### src/rtl/ram_sequencer.sv
// rtl/ram_sequencer.sv - command sequencer for the 16x8 register-file RAM (write/read/fill/verify).
// Optional RAM_SEQ_PATTERN_EN: incrementing fill/verify pattern instead of a constant one.
module ram_sequencer #(
  parameter int DATA_W = 8,
  parameter int ADDR_W = 4
) (
  input  logic              clk,
  input  logic              reset,
  input  logic              cmd_valid,
  output logic              cmd_ready,
  input  logic [1:0]        cmd_op,
  input  logic [ADDR_W-1:0] cmd_addr,
  input  logic [ADDR_W-1:0] cmd_len,
  input  logic [DATA_W-1:0] cmd_data,
  output logic              rsp_valid,
  output logic [DATA_W-1:0] rsp_data,
  output logic              done,
  output logic [ADDR_W:0]   err_count,
  output logic [ADDR_W-1:0] first_err_addr,
  output logic [ADDR_W-1:0] ram_addr,
  output logic [DATA_W-1:0] ram_wdata,
  output logic              ram_write,
  output logic              ram_read,
  input  logic [DATA_W-1:0] ram_rdata
);

  localparam logic [1:0] OP_WRITE  = 2'b00;
  localparam logic [1:0] OP_READ   = 2'b01;
  localparam logic [1:0] OP_FILL   = 2'b10;
  localparam logic [1:0] OP_VERIFY = 2'b11;
  localparam int         CW        = ADDR_W + 1;

  typedef enum logic [2:0] {
    S_IDLE,
    S_WR,
    S_RD,
    S_FILL,
    S_VER,
    S_FIN
  } state_t;

  state_t              state, state_n;
  logic [ADDR_W-1:0]   remaining, remaining_n;
  logic [DATA_W-1:0]   pattern, pattern_n;
  logic                cmd_ready_n, rsp_valid_n, done_n, ram_write_n, ram_read_n;
  logic [DATA_W-1:0]   rsp_data_n, ram_wdata_n;
  logic [ADDR_W:0]     err_count_n;
  logic [ADDR_W-1:0]   first_err_addr_n, ram_addr_n;
  logic [DATA_W-1:0]   wdata_step, pattern_step;
  logic                accept;

  // Next word of the fill data and of the verify expectation.
`ifdef RAM_SEQ_PATTERN_EN
  assign wdata_step   = ram_wdata + DATA_W'(1);
  assign pattern_step = pattern + DATA_W'(1);
`else
  assign wdata_step   = ram_wdata;
  assign pattern_step = pattern;
`endif

  assign accept = cmd_valid && cmd_ready;

  always_ff @(posedge clk or negedge reset) begin
    if (!reset) begin
      state          <= S_IDLE;
      remaining      <= '0;
      pattern        <= '0;
      cmd_ready      <= 1'b1;
      rsp_valid      <= 1'b0;
      rsp_data       <= '0;
      done           <= 1'b0;
      err_count      <= '0;
      first_err_addr <= '0;
      ram_addr       <= '0;
      ram_wdata      <= '0;
      ram_write      <= 1'b0;
      ram_read       <= 1'b0;
    end else begin
      state          <= state_n;
      remaining      <= remaining_n;
      pattern        <= pattern_n;
      cmd_ready      <= cmd_ready_n;
      rsp_valid      <= rsp_valid_n;
      rsp_data       <= rsp_data_n;
      done           <= done_n;
      err_count      <= err_count_n;
      first_err_addr <= first_err_addr_n;
      ram_addr       <= ram_addr_n;
      ram_wdata      <= ram_wdata_n;
      ram_write      <= ram_write_n;
      ram_read       <= ram_read_n;
    end
  end

  always_comb begin
    state_n          = state;
    remaining_n      = remaining;
    pattern_n        = pattern;
    cmd_ready_n      = 1'b0;
    rsp_valid_n      = 1'b0;
    rsp_data_n       = rsp_data;
    done_n           = 1'b0;
    err_count_n      = err_count;
    first_err_addr_n = first_err_addr;
    ram_addr_n       = ram_addr;
    ram_wdata_n      = ram_wdata;
    ram_write_n      = 1'b0;
    ram_read_n       = 1'b0;

    case (state)
      S_IDLE, S_FIN: begin
        state_n     = S_IDLE;
        cmd_ready_n = 1'b1;
        if (accept) begin
          cmd_ready_n = 1'b0;
          ram_addr_n  = cmd_addr;
          remaining_n = cmd_len;
          pattern_n   = cmd_data;
          case (cmd_op)
            OP_WRITE: begin
              state_n     = S_WR;
              ram_write_n = 1'b1;
              ram_wdata_n = cmd_data;
            end
            OP_READ: begin
              state_n    = S_RD;
              ram_read_n = 1'b1;
            end
            OP_FILL: begin
              state_n     = S_FILL;
              ram_write_n = 1'b1;
              ram_wdata_n = cmd_data;
            end
            OP_VERIFY: begin
              state_n          = S_VER;
              ram_read_n       = 1'b1;
              err_count_n      = '0;
              first_err_addr_n = '0;
            end
            default: state_n = S_IDLE;
          endcase
        end
      end

      S_WR: begin
        state_n     = S_FIN;
        done_n      = 1'b1;
        cmd_ready_n = 1'b1;
      end

      S_RD: begin
        state_n     = S_FIN;
        rsp_data_n  = ram_rdata;
        rsp_valid_n = 1'b1;
        done_n      = 1'b1;
        cmd_ready_n = 1'b1;
      end

      S_FILL: begin
        if (remaining == '0) begin
          state_n     = S_FIN;
          done_n      = 1'b1;
          cmd_ready_n = 1'b1;
        end else begin
          ram_write_n = 1'b1;
          ram_addr_n  = ram_addr + ADDR_W'(1);
          ram_wdata_n = wdata_step;
          remaining_n = remaining - ADDR_W'(1);
        end
      end

      S_VER: begin
        // The word on ram_rdata belongs to the address driven this cycle.
        if (ram_rdata != pattern) begin
          err_count_n = err_count + CW'(1);
          if (err_count == '0) first_err_addr_n = ram_addr;
        end
        if (remaining == '0) begin
          state_n     = S_FIN;
          done_n      = 1'b1;
          cmd_ready_n = 1'b1;
        end else begin
          ram_read_n  = 1'b1;
          ram_addr_n  = ram_addr + ADDR_W'(1);
          pattern_n   = pattern_step;
          remaining_n = remaining - ADDR_W'(1);
        end
      end

      default: begin
        state_n     = S_IDLE;
        cmd_ready_n = 1'b1;
      end
    endcase
  end

endmodule

### config.mk
export PLATFORM = sky130hd
export DESIGN_NAME = ram_sequencer
export DESIGN_NICKNAME = d
export VERILOG_FILES = /design/src/rtl/ram_sequencer.sv
export SDC_FILE = /design/constraint.sdc
export NUM_CORES = 1
export LEC_CHECK = 0
export CELL_PAD_IN_SITES_DETAIL_PLACEMENT = 1
export CELL_PAD_IN_SITES_GLOBAL_PLACEMENT = 1
export CORE_ASPECT_RATIO = 0.8
export CORE_UTILIZATION = 30
export CTS_CLUSTER_DIAMETER = 150
export DETAILED_ROUTE_END_ITERATION = 7
export DONT_BUFFER_PORTS = 1
export GPL_TIMING_DRIVEN = 0
export HOLD_SLACK_MARGIN = 0.03
export PLACE_DENSITY = 0.53
export RECOVER_POWER = 100
export SETUP_SLACK_MARGIN = 0.4
export SYNTH_ARGS = -nofsm -noshare
export SYNTH_HDL_FRONTEND = slang
export SYNTH_SLANG_ARGS = --single-unit
### constraint.sdc
create_clock -name clk -period 4.9 [get_ports clk]
set_input_delay 0 -clock clk [delete_from_list [all_inputs] [get_ports clk]]
set_output_delay 0 -clock clk [all_outputs]
set_load 0.01 [all_outputs]
==> results.txt, run 1 <==
- Total count of hold-check failures in the final report: 0
* Clock latency reported for the late side of the worst-skew pair: 300 ps
* Combined buffer and inverter count along the critical path: 2
- Path category of the worst min-delay check: in -> reg
- The initialized floorplan defines 28 standard-cell rows.
- DR vias: 1642
- Sequential fraction of the synthesis area: 0.523
- For the finished layout, the period the worst path requires is 2610 ps.
- The number of global-route vias before repair came to 1789.
* Number of diodes: 0
- In this run, CTS created clock tree buffers numbering 5.
* Top cell family by delay on the critical path: buffers and inverters
- TritonCTS built the clock tree.
- The total count of max-transition violations in the final report came to 50.
- Number of distinct library cell variants in the gate-level netlist after synthesis: 46
* Residual antenna-violating net count after detailed routing: 0
* Outcome: complete, but fails checks
* Number of fill cells: 859
- Final Wtd Congestion: 0.672
* Period utilization: 0.534
* Tightest slew margin relative to the limit: -0.790
- The cell count after synthesis came out at 201.
- For this run, the leading register cell type out of synthesis is sky130_fd_sc_hd__dfrtp_1.
- Cell Chain, Critical Path: dlygate4sd3_1 > clkbuf_1
- Number of I/O port buffers: 0
- During synthesis, Yosys emitted a total of 0 warnings.
* DP Cell Count: 306
* Number of antenna violations at the first check in global routing: 0
- Worst-case clock buffer depth: 2
- Core region area: 0.00750 mm^2
* Sum of net half-perimeters after detailed placement: 3850 um
* Area growth, synth to finish: 20.4%
* All-Layer GR Usage: 0.149
- Post-synthesis sequential element count: 49
- Slew at the pin closest to its max-slew limit: 2690 ps
* Data arrival time of the worst path: 2450 ps
- Starting density of the core: 0.313
* I/O Pins: 63
- At the worst endpoint, the required time is 4740 ps.
- Library cell used as clock root buffer: sky130_fd_sc_hd__clkbuf_8
- Largest stage delay, worst path: 1900 ps
* Library cell contributing the largest single delay on the critical path: sky130_fd_sc_hd__clkbuf_1
- Total iterations of the first detailed-routing run: 2
* Die Height: 81.1 um
- Post-Syn Nets: 239
- In the final routed layout, each cell accounts on average for 15.8 um.
* Setup-violating endpoint count in the final report: 0
* Total Routed Length: 5430 um
- The critical path is of the in -> async type.
* Wire length of the first global-routing pass: 9290 um
- Most used cells in the layout excluding fill and tap cells: 48 x sky130_fd_sc_hd__dfrtp_1, 28 x sky130_fd_sc_hd__dlygate4sd3_1, 22 x sky130_fd_sc_hd__mux2_1
- Counting flops with a built-in enable in the synthesized netlist gives 0.
- After clock tree synthesis, the setup repair step added 0 buffers.
- The H-tree was split into 2 levels.
* Unrepaired setup endpoints after global routing: no
* Violations in the final reports: capacitance limit, slew limit
* Largest net degree at the start of global routing: 50
* Aggregate negative setup slack: 0 ps
- Crit path capture type: async pin
- The floorplan step defined a die boundary enclosing 0.00818 mm^2.
- Gr ovfl total: 0
- Detailed Route Iter0 Violations: 36
- In the final design database the tool counted 275 nets.
- Clock tree synthesis found a total of 49 sinks.
- Leading cell type in the layout, fill and taps excluded: sky130_fd_sc_hd__dfrtp_1
- Final instance count without filler cells: 343
- Number of instances resized during post-cts repair: 0
- Count of unresolved DRC violations after routing: 0
* Maximum achievable frequency: 382 MHz
* Crit start category: primary input
- IR analysis of the VDD net gives a maximum drop of 0.241 mV.
* CTS clk-pin slew, worst paths: 90 ps
- Synth Area per Inst: 11.7 um^2
* Leakage component of the power: 0.00120 uW
- Reported max-cap violation count: 1
* Ys async rst share: 1.00
- Mean number of vias per cell: 4.79
* Post-route clock skew: 8.63 ps
- In this run the horizontal extent of the chip is 101 um.
- Layout cell share with drive strength beyond 1: 0.0672
* Pwr dens: 605 mW/mm^2
* Netlist Area Pre-Place: 0.00234 mm^2
* Maximum fanout encountered on the critical timing path: 49
==> flip-flops by register name (all words and copies together) (netlist names) <==
register,flops
ram_addr,4
state,3
cmd_ready,1
ram_read,1
ram_write,1
err_count,5
pattern,8
remaining,4
ram_wdata,8
done,1
first_err_addr,4
rsp_valid,1
rsp_data,8
==> timing repair <==
| item | in CTS | in global routing |
|---|---|---|
| setup endpoints to repair | 0 | 0 |
| endpoints found under the hold margin | 84 | 0 |
| hold buffers | 29 | 0 |
==> metal layers <==
metal / vias to the layer above / track usage / part of all wire
li1: 785 / - / -
met2: 35 / 0.218 / 0.43
met5: - / 0 / 0
met3: 4 / 0.0336 / 0.043
met4: 0 / 0.0478 / 0.010
met1: 818 / 0.217 / 0.52
==> Yosys cell counts (2+ instances only) <==
master,n,area [um^2]
sky130_fd_sc_hd__nor2_1,8,30.0
sky130_fd_sc_hd__o22ai_1,2,12.5
sky130_fd_sc_hd__nand3b_1,2,15.0
sky130_fd_sc_hd__nand2_1,8,30.0
sky130_fd_sc_hd__a21oi_1,6,30.0
sky130_fd_sc_hd__mux2_1,22,248
sky130_fd_sc_hd__a211oi_1,2,15.0
sky130_fd_sc_hd__o21ai_0,2,10.0
sky130_fd_sc_hd__xor2_1,3,26.3
sky130_fd_sc_hd__o21ai_1,10,50.1
sky130_fd_sc_hd__nor3_1,7,35.0
sky130_fd_sc_hd__nand4_1,2,12.5
sky130_fd_sc_hd__o2bb2ai_1,2,17.5
sky130_fd_sc_hd__dfrtp_1,48,1200
sky130_fd_sc_hd__ha_1,9,113
sky130_fd_sc_hd__mux2_2,2,22.5
sky130_fd_sc_hd__nand3_1,6,30.0
sky130_fd_sc_hd__a31oi_1,3,18.8
sky130_fd_sc_hd__xnor2_1,8,70.1
sky130_fd_sc_hd__buf_2,6,30.0
sky130_fd_sc_hd__nor3_2,2,20.0
sky130_fd_sc_hd__nor3b_1,4,30.0
sky130_fd_sc_hd__a22o_1,4,35.0
sky130_fd_sc_hd__o211ai_1,2,15.0
sky130_fd_sc_hd__inv_1,10,37.5
==> metrics by stage <==
stage	instance area (um^2)	total power (uW)	utilization	hold WS (ps)	setup WS, ps
6_report	2820	1710	0.377	62.5	2290
3_3_place_gp	2480	1470	0.330	-295	2740
3_5_place_dp	2480	1490	0.330	-295	2720
5_1_grt	2820	1880	0.377	91.6	1720
2_1_floorplan	2340	1310	-	-296	3120
4_1_cts	2870	1780	0.383	41.2	2700
==> final timing paths <==
path	start	end	slack [ps]	depth (start not counted)
hold reg to reg	pattern[6]	pattern[6]	530	1
max in group clk	remaining[0]	ram_addr[3]	2290	9
setup reg to reg	remaining[0]	ram_addr[3]	2290	9
setup / recovery	reset	err_count[3]	2290	2
hold / removal	cmd_op[0]	state[1]	60	3
min in group asynchronous	reset	ram_wdata[4]	1080	2
==> report_power, final <==
part           total (uW)  internal [uW]  switching [uW]  leakage [uW]
registers             818            598             221      0.000603
logic                 647            301             346      0.000552
clock network         243            102             142     0.0000445
==> cells by family (layout without fill, tap and decap cells) <==
group                      Yosys count  count (layout)  share of synthesized area
muxes                               24              24                      0.115
and+or+nand+nor                     48              48                      0.120
DFF                                 49              49                      0.523
buffers and inverters               19              56                     0.0352
adders and majority gates            9               9                     0.0480
AOI/OAI and AO/OA                   41              41                      0.117
xor gates and xnor gates            11              11                     0.0411
==> area by class of cell <==
type,count,area [um^2],area share
clock inverter,3,21.3,0.00753
clock buffer,5,68.8,0.0244
timing repair buffer,29,284,0.101
inverter,11,41.3,0.0146
multi-input combinational,133,1020,0.360
sequential,49,1230,0.435
buffer,8,32.5,0.0115
tap,105,131,0.0465
No activity file was read; power rests on OpenSTA's default activity.
==> run 2, diff against run 1 <==
--- a/config.mk
+++ b/config.mk
@@ -14,7 +14,7 @@
 export DONT_BUFFER_PORTS = 1
 export GPL_TIMING_DRIVEN = 0
 export HOLD_SLACK_MARGIN = 0.03
-export PLACE_DENSITY = 0.53
+export PLACE_DENSITY = 0.55
 export RECOVER_POWER = 100
 export SETUP_SLACK_MARGIN = 0.4
 export SYNTH_ARGS = -nofsm -noshare
==> constraint.sdc (replaced) <==
create_clock -name clk -period 2.1 [get_ports clk]
set_input_delay 0 -clock clk [delete_from_list [all_inputs] [get_ports clk]]
set_output_delay 0 -clock clk [all_outputs]
set_load 0.01 [all_outputs]
==> results.txt, run 2 (synthesized netlist as in run 1, its figures left out) <==
* Number of sinks on the clock net: 49 (unchanged)
* Kind of critical path: reg -> reg
* Total count of hold-check failures in the final report: 0 (unchanged)
- Chip Width: 101 um (unchanged)
* Vias in the first global route: 1830 (+2.3%)
- The transition time at the pin with the least slew margin was 1240 ps (-1450 ps).
- Setup repair after global routing could not meet its margin everywhere.
* Number of antenna violations at the first check in global routing: 0 (unchanged)
- Pwr dens: 1520 mW/mm^2 (+150%)
* Reported max-cap violation count: 0 (-1)
- The slowest stage of the critical path belongs to the cell sky130_fd_sc_hd__dfstp_1.
- The clock tree skew after final layout is 10.4 ps (+1.74 ps).
* I/O Pins: 63 (unchanged)
- The total die area is 0.00818 mm^2 (unchanged).
- Cell Chain, Critical Path: nand2_4 > nor3_4 > o21a_1 > clkbuf_2 > mux2_4
- Wire length of the first global-routing pass: 9370 um (+0.82%)
* Worst-case clock buffer depth: 2 (unchanged)
- The hold-critical path depth was 3 (unchanged).
- Total Routed Length: 6270 um (+15%)
- The initial DRC count was 74 (+110%).
- Sum of net half-perimeters after detailed placement: 3920 um (+1.7%)
* Crit path capture type: flop
* Worst endpoint required time: 2310 ps (-2430 ps)
- The worst-case reg-to-reg path depth came to 5 (-4).
* Cell Rows: 28 (unchanged)
- Setup-violating endpoint count in the final report: 0 (unchanged)
* Aggregate negative setup slack: 0 ps (unchanged)
* Crit start category: flop
- The cell leakage power came to 0.00140 uW (+16%).
- CTS clk-pin slew, worst paths: 110 ps (+20 ps)
* Area growth, synth to finish: 38.2%
- Num CTS Buffers: 5 (unchanged)
* Mean number of vias per cell: 4.93 (+2.9%)
- Per-cell routed wire length: 17.1 um (+7.9%)
- Data arrival time of the worst path: 2110 ps (-340 ps)
* Final Max Slew Viols: 0 (-100%)
- Path category of the worst min-delay check: in -> reg
* Starting density of the core: 0.313 (unchanged)
- The die height was 81.1 um (unchanged).
- The worst-case vdd ir drop is 0.534 mV (+120%).
- Gr ovfl total: 0 (unchanged)
- The peak per-stage delay on the critical path is 660 ps (-1240 ps).
- The placeable core region is 0.00750 mm^2 (unchanged).
* Period utilization: 0.905
- Total iterations of the first detailed-routing run: 4 (+2)
- Final Wtd Congestion: 0.672 (+0.13%)
- The fraction of final layout cells sized beyond drive strength 1 was 0.279 (+0.211).
- The pin count of the biggest net entering global routing is 50 (unchanged).
- The peak fanout along the critical path is 5 (-90%).
* Maximum achievable frequency: 526 MHz
* All-Layer GR Usage: 0.155 (+0.00614)
- The root buffer cell chosen for the clock tree is sky130_fd_sc_hd__clkbuf_8.
- Outcome: completed
* Number of I/O port buffers: 0 (unchanged)
* Clock latency reported for the late side of the worst-skew pair: 310 ps (about the same)
- CTS H-Tree Depth: 2 (unchanged)
- Tightest slew margin relative to the limit: 0.174 (+0.964)
- The largest registers in the layout are pattern: 8 flops, ram_wdata: 8 flops, rsp_data: 8 flops.
- Minimum clock period after layout: 1900 ps
- The total number of vias was 1808 (+10%).
- The library cells used most frequently in the layout, excluding fill and tap cells, are 47 x sky130_fd_sc_hd__dfrtp_1, 27 x sky130_fd_sc_hd__dlygate4sd3_1, 17 x sky130_fd_sc_hd__buf_4.
* Share of the core filled with cells in the final layout: 0.432 (+0.0556)
- Number of diodes: 0 (unchanged)
* Leading cell type in the layout, fill and taps excluded: sky130_fd_sc_hd__dfrtp_1
- TritonCTS clock tree: yes
- Worst setup margin: 199 ps (-2090 ps)
- The number of nets in the finished design came to 299 (+8.7%).
- The post-route antenna net violation count came to 0 (unchanged).
* Count of unresolved DRC violations after routing: 0 (unchanged)
- Setup WS pre-CTS: 59.1 ps (-2670 ps)
-- run 2: through the flow --
| stage | instance area, um^2 | instances | total power (uW) | hold slack, ps |
|---|---|---|---|---|
| 2_1_floorplan | 2370 | 201 | 3110 | -296 |
| 3_3_place_gp | 2500 | 306 | 3470 | -295 |
| 3_5_place_dp | 2500 | 306 | 3530 | -294 |
| 4_1_cts | 3150 | 359 | 4760 | 31.9 |
| 5_1_grt | 3240 | 367 | 5330 | 78.2 |
| 6_report | 3240 | 367 | 4940 | 40.1 |
-- run 2: final cells by class --
cell class	instances	area [um^2]
Buffer	8	68.8
Clock buffer	5	68.8
Clock inverter	3	28.8
Fill cell	824	4260
Inverter	11	41.3
Multi-Input combinational cell	133	1190
Sequential cell	49	1230
Tap cell	105	131
Timing Repair Buffer	53	480
-- run 2: what timing repair did --
action / in CTS / in global routing
hold endpoints to repair: 83 / 0
hold buffers: 28 / 0
buffers inserted: 16 / 6
setup endpoints to repair: 35 / 38
gates cloned: 1 / 2
pin swaps: 15 / 6
resized for setup: 32 / 32
-- run 2: power by group --
part | internal, uW | total (uW) | switching, uW
combinational | 1280 | 2360 | 1080
sequential | 1390 | 1960 | 570
clock | 252 | 615 | 363
total | 2930 | 4940 | 2010
-- run 2: layer usage --
| layer | wire, um | global-route usage |
|---|---|---|
| met1 | 2970 | 0.202 |
| met5 | 0 | 0 |
| met2 | 2940 | 0.247 |
| met3 | 299 | 0.0456 |
| met4 | 62 | 0.0522 |
-- run 2: worst max-delay path: cells and delay by family, from the launching register on --
kind / cells / cell delay (ps)
AOI/OAI and AO/OA: 1 / 220
DFF: 1 / 660
muxes: 1 / 320
buffers and inverters: 1 / 250
and+or+nand+nor: 2 / 340
-- run 2: worst paths after layout --
kind	start	end	slack, ps
max	cmd_ready	ram_wdata[0]	200
min	cmd_op[1]	state[1]	40
max reg2reg	cmd_ready	ram_wdata[0]	200
min reg2reg	pattern[1]	pattern[1]	560
max in group asynchronous	reset	state[1]	780
min in group asynchronous	reset	ram_wdata[6]	500
==> run 3, diff against run 2 <==
--- a/config.mk
+++ b/config.mk
@@ -8,13 +8,13 @@
 export CELL_PAD_IN_SITES_DETAIL_PLACEMENT = 1
 export CELL_PAD_IN_SITES_GLOBAL_PLACEMENT = 1
 export CORE_ASPECT_RATIO = 0.8
-export CORE_UTILIZATION = 30
+export CORE_UTILIZATION = 35
 export CTS_CLUSTER_DIAMETER = 150
 export DETAILED_ROUTE_END_ITERATION = 7
 export DONT_BUFFER_PORTS = 1
 export GPL_TIMING_DRIVEN = 0
 export HOLD_SLACK_MARGIN = 0.03
-export PLACE_DENSITY = 0.55
+export PLACE_DENSITY = 0.62
 export RECOVER_POWER = 100
 export SETUP_SLACK_MARGIN = 0.4
 export SYNTH_ARGS = -nofsm -noshare
==> results.txt, run 3 (synthesized netlist as in run 1, its figures left out) <==
* Outcome: completed
- The H-tree depth is 2 (unchanged).
* Number of sinks on the clock net: 49 (unchanged)
- Vias in the first global route: 1821 (-0.49%)
- The clock latency on the worst-skew pair was 310 ps (about the same).
* Total Routed Length: 6320 um (+0.80%)
* Most used cells in the layout excluding fill and tap cells: 47 x sky130_fd_sc_hd__dfrtp_1, 27 x sky130_fd_sc_hd__dlygate4sd3_1, 21 x sky130_fd_sc_hd__mux2_1
- Largest net degree at the start of global routing: 50 (unchanged)
- Setup-violating endpoint count in the final report: 0 (unchanged)
- Leakage component of the power: 0.00139 uW (-0.50%)
* Reported max-cap violation count: 0 (unchanged)
- The tree is rooted in a sky130_fd_sc_hd__clkbuf_8.
- The count of filler cells inserted in the layout was 691 (-16%).
- The peak fanout along the critical path is 5 (unchanged).
* Layout cell share with drive strength beyond 1: 0.263 (-0.0153)
- Tightest slew margin relative to the limit: 0.176 (+0.00237)
- Cell Rows: 26 (-7.1%)
- The sum of negative setup slack came to 0 ps (unchanged).
- Worst setup margin: 199 ps (+0.428 ps)
- The library cell used most frequently in the layout, excluding fill and tap cells, is sky130_fd_sc_hd__dfrtp_1.
- Final Wtd Congestion: 0.715 (+6.3%)
* Unrepaired setup endpoints after global routing: yes
* Final Max Slew Viols: 0 (unchanged)
- Per-cell routed wire length: 18.3 um (+6.9%)
* Num CTS Buffers: 5 (unchanged)
- Mean number of vias per cell: 5.11 (+3.8%)
- Count of unresolved DRC violations after routing: 0 (unchanged)
- Crit start category: flop
- Count of nets after finishing: 299 (unchanged)
* Setup WS pre-CTS: 68.6 ps (+9.50 ps)
- The total number of vias came to 1769 (-2.2%).
* Wire length of the first global-routing pass: 9490 um (+1.2%)
- Cell Chain, Critical Path: nand2_1 > nor3_4 > clkbuf_1 > buf_8 > mux2_1
- Crit path capture type: flop
* Core region area: 0.00644 mm^2 (-14%)
- Slew at the pin closest to its max-slew limit: 1240 ps (-3.55 ps)
- Worst-case clock buffer depth: 2 (unchanged)
- Worst endpoint required time: 2290 ps (-20 ps)
- Die Height: 75.2 um (-7.2%)
- The number of port buffers was 0 (unchanged).
* TritonCTS clock tree: yes
* Sum of net half-perimeters after detailed placement: 3770 um (-3.8%)
* Detailed Route Iter0 Violations: 37 (-50%)
* I/O Pins: 63 (unchanged)
* Library cell contributing the largest single delay on the critical path: sky130_fd_sc_hd__dfstp_1
* Starting density of the core: 0.364 (+0.0513)
- The area growth from synthesis to layout is 37.2%.
* Total count of hold-check failures in the final report: 0 (unchanged)
* Chip Width: 93.5 um (-7.3%)
- The highest attainable clock frequency was 526 MHz (about the same).
- The total die area came to 0.00703 mm^2 (-14%).
- The power per cell area was 1530 mW/mm^2 (+0.29%).
- Gr ovfl total: 0 (unchanged)
- Path category of the worst min-delay check: in -> reg
- Largest stage delay, worst path: 610 ps (-50 ps)
* All-Layer GR Usage: 0.181 (+0.0256)
* Number of antenna violations at the first check in global routing: 0 (unchanged)
- Post-route clock skew: 7.52 ps (-2.85 ps)
- The critical path arrival came to 2100 ps (about the same).
- Multi-input gate area in the final layout: 0.00119 mm^2 (-0.52%)
* Total iterations of the first detailed-routing run: 4 (unchanged)
* Minimum clock period after layout: 1900 ps (-0.428 ps)
* Largest regs: pattern: 8 flops, ram_wdata: 8 flops, rsp_data: 8 flops
- The sequential cell area was 0.00123 mm^2 (unchanged).
- The critical path in this run is classified as reg -> reg.
* Period utilization: 0.905 (about the same)
- Grouping stages by cell kind, the critical path spends the most delay in flip-flops.
- Number of diodes: 0 (unchanged)
- The post-route antenna net violation count was 0 (unchanged).
* Combined buffer and inverter count along the critical path: 2 (+1)
- CTS clk-pin slew, worst paths: 100 ps (about the same)
* Worst supply voltage drop on vdd: 0.674 mV (+26%)
## run 3: changes by cell type in the layout (fill, tap and decap cells not counted), moves of 2 or more
cell,change
sky130_fd_sc_hd__inv_6,-2
sky130_fd_sc_hd__buf_6,+2
sky130_fd_sc_hd__mux2_1,+7
sky130_fd_sc_hd__clkinvlp_4,+3
sky130_fd_sc_hd__clkbuf_1,-2
sky130_fd_sc_hd__mux2_4,-7
sky130_fd_sc_hd__o21ai_0,-2
## run 3: stage by stage
step	cells	cell area, um^2	power [uW]	util	hold WS [ps]
2_1_floorplan	201	2370	3110	-	-296
3_3_place_gp	285	2470	3440	0.384	-295
3_5_place_dp	285	2470	3510	0.384	-295
4_1_cts	336	3070	4610	0.476	46.1
5_1_grt	346	3220	5330	0.499	41.4
6_report	346	3220	4910	0.499	52.9
## run 3: routing by layer
metal,up-vias,share of wire,wire (um),GRT usage
met3,5,0.043,269,0.0525
met1,883,0.46,2940,0.250
met4,0,0.0085,54,0.0513
met2,40,0.48,3060,0.277
met5,-,0,0,0
li1,841,-,-,-
## run 3: final timing paths
path                                  from           to  slack (ps)  cells past startpoint
worst max-delay path             cmd_ready   pattern[6]         200                      5
worst min register to register  pattern[2]   pattern[2]         540                      1
min in group asynchronous            reset  rsp_data[5]         500                      2
max in group asynchronous            reset     state[1]         790                      2
worst min-delay path             cmd_op[1]     state[1]          50                      3
worst max register to register   cmd_ready   pattern[6]         200                      5
## run 3: layout make-up
cell class,count,area share
flip-flops and latches,49,0.382
well taps,84,0.0327
multi-input cells,133,0.369
clock inverters,3,0.00700
clock buffers,5,0.0214
repair buffers,53,0.154
inverters,11,0.0128
plain buffers,8,0.0214
## run 3: worst reg2reg max path, stage by stage (launching register included)
cell and delay [ps]:
sky130_fd_sc_hd__dfstp_1 610, sky130_fd_sc_hd__nand2_1 140, sky130_fd_sc_hd__nor3_4 280, sky130_fd_sc_hd__clkbuf_1 270, sky130_fd_sc_hd__buf_8 150, sky130_fd_sc_hd__mux2_1 340
## run 3: what timing repair did
action                                 in CTS  in global routing
endpoints found under the hold margin      83                  0
setup endpoints to repair                  34                 31
gates cloned                                1                  2
pin swaps                                  12                 17
gates resized for setup                    27                 36
hold buffers                               28                  0
setup buffers                              14                  8
## run 3: power by group
part	internal (uW)	leakage (uW)	switching, uW	total (uW)
logic	1260	0.000751	1120	2380
clock network	234	0.0000364	344	578
registers	1390	0.000601	559	1950
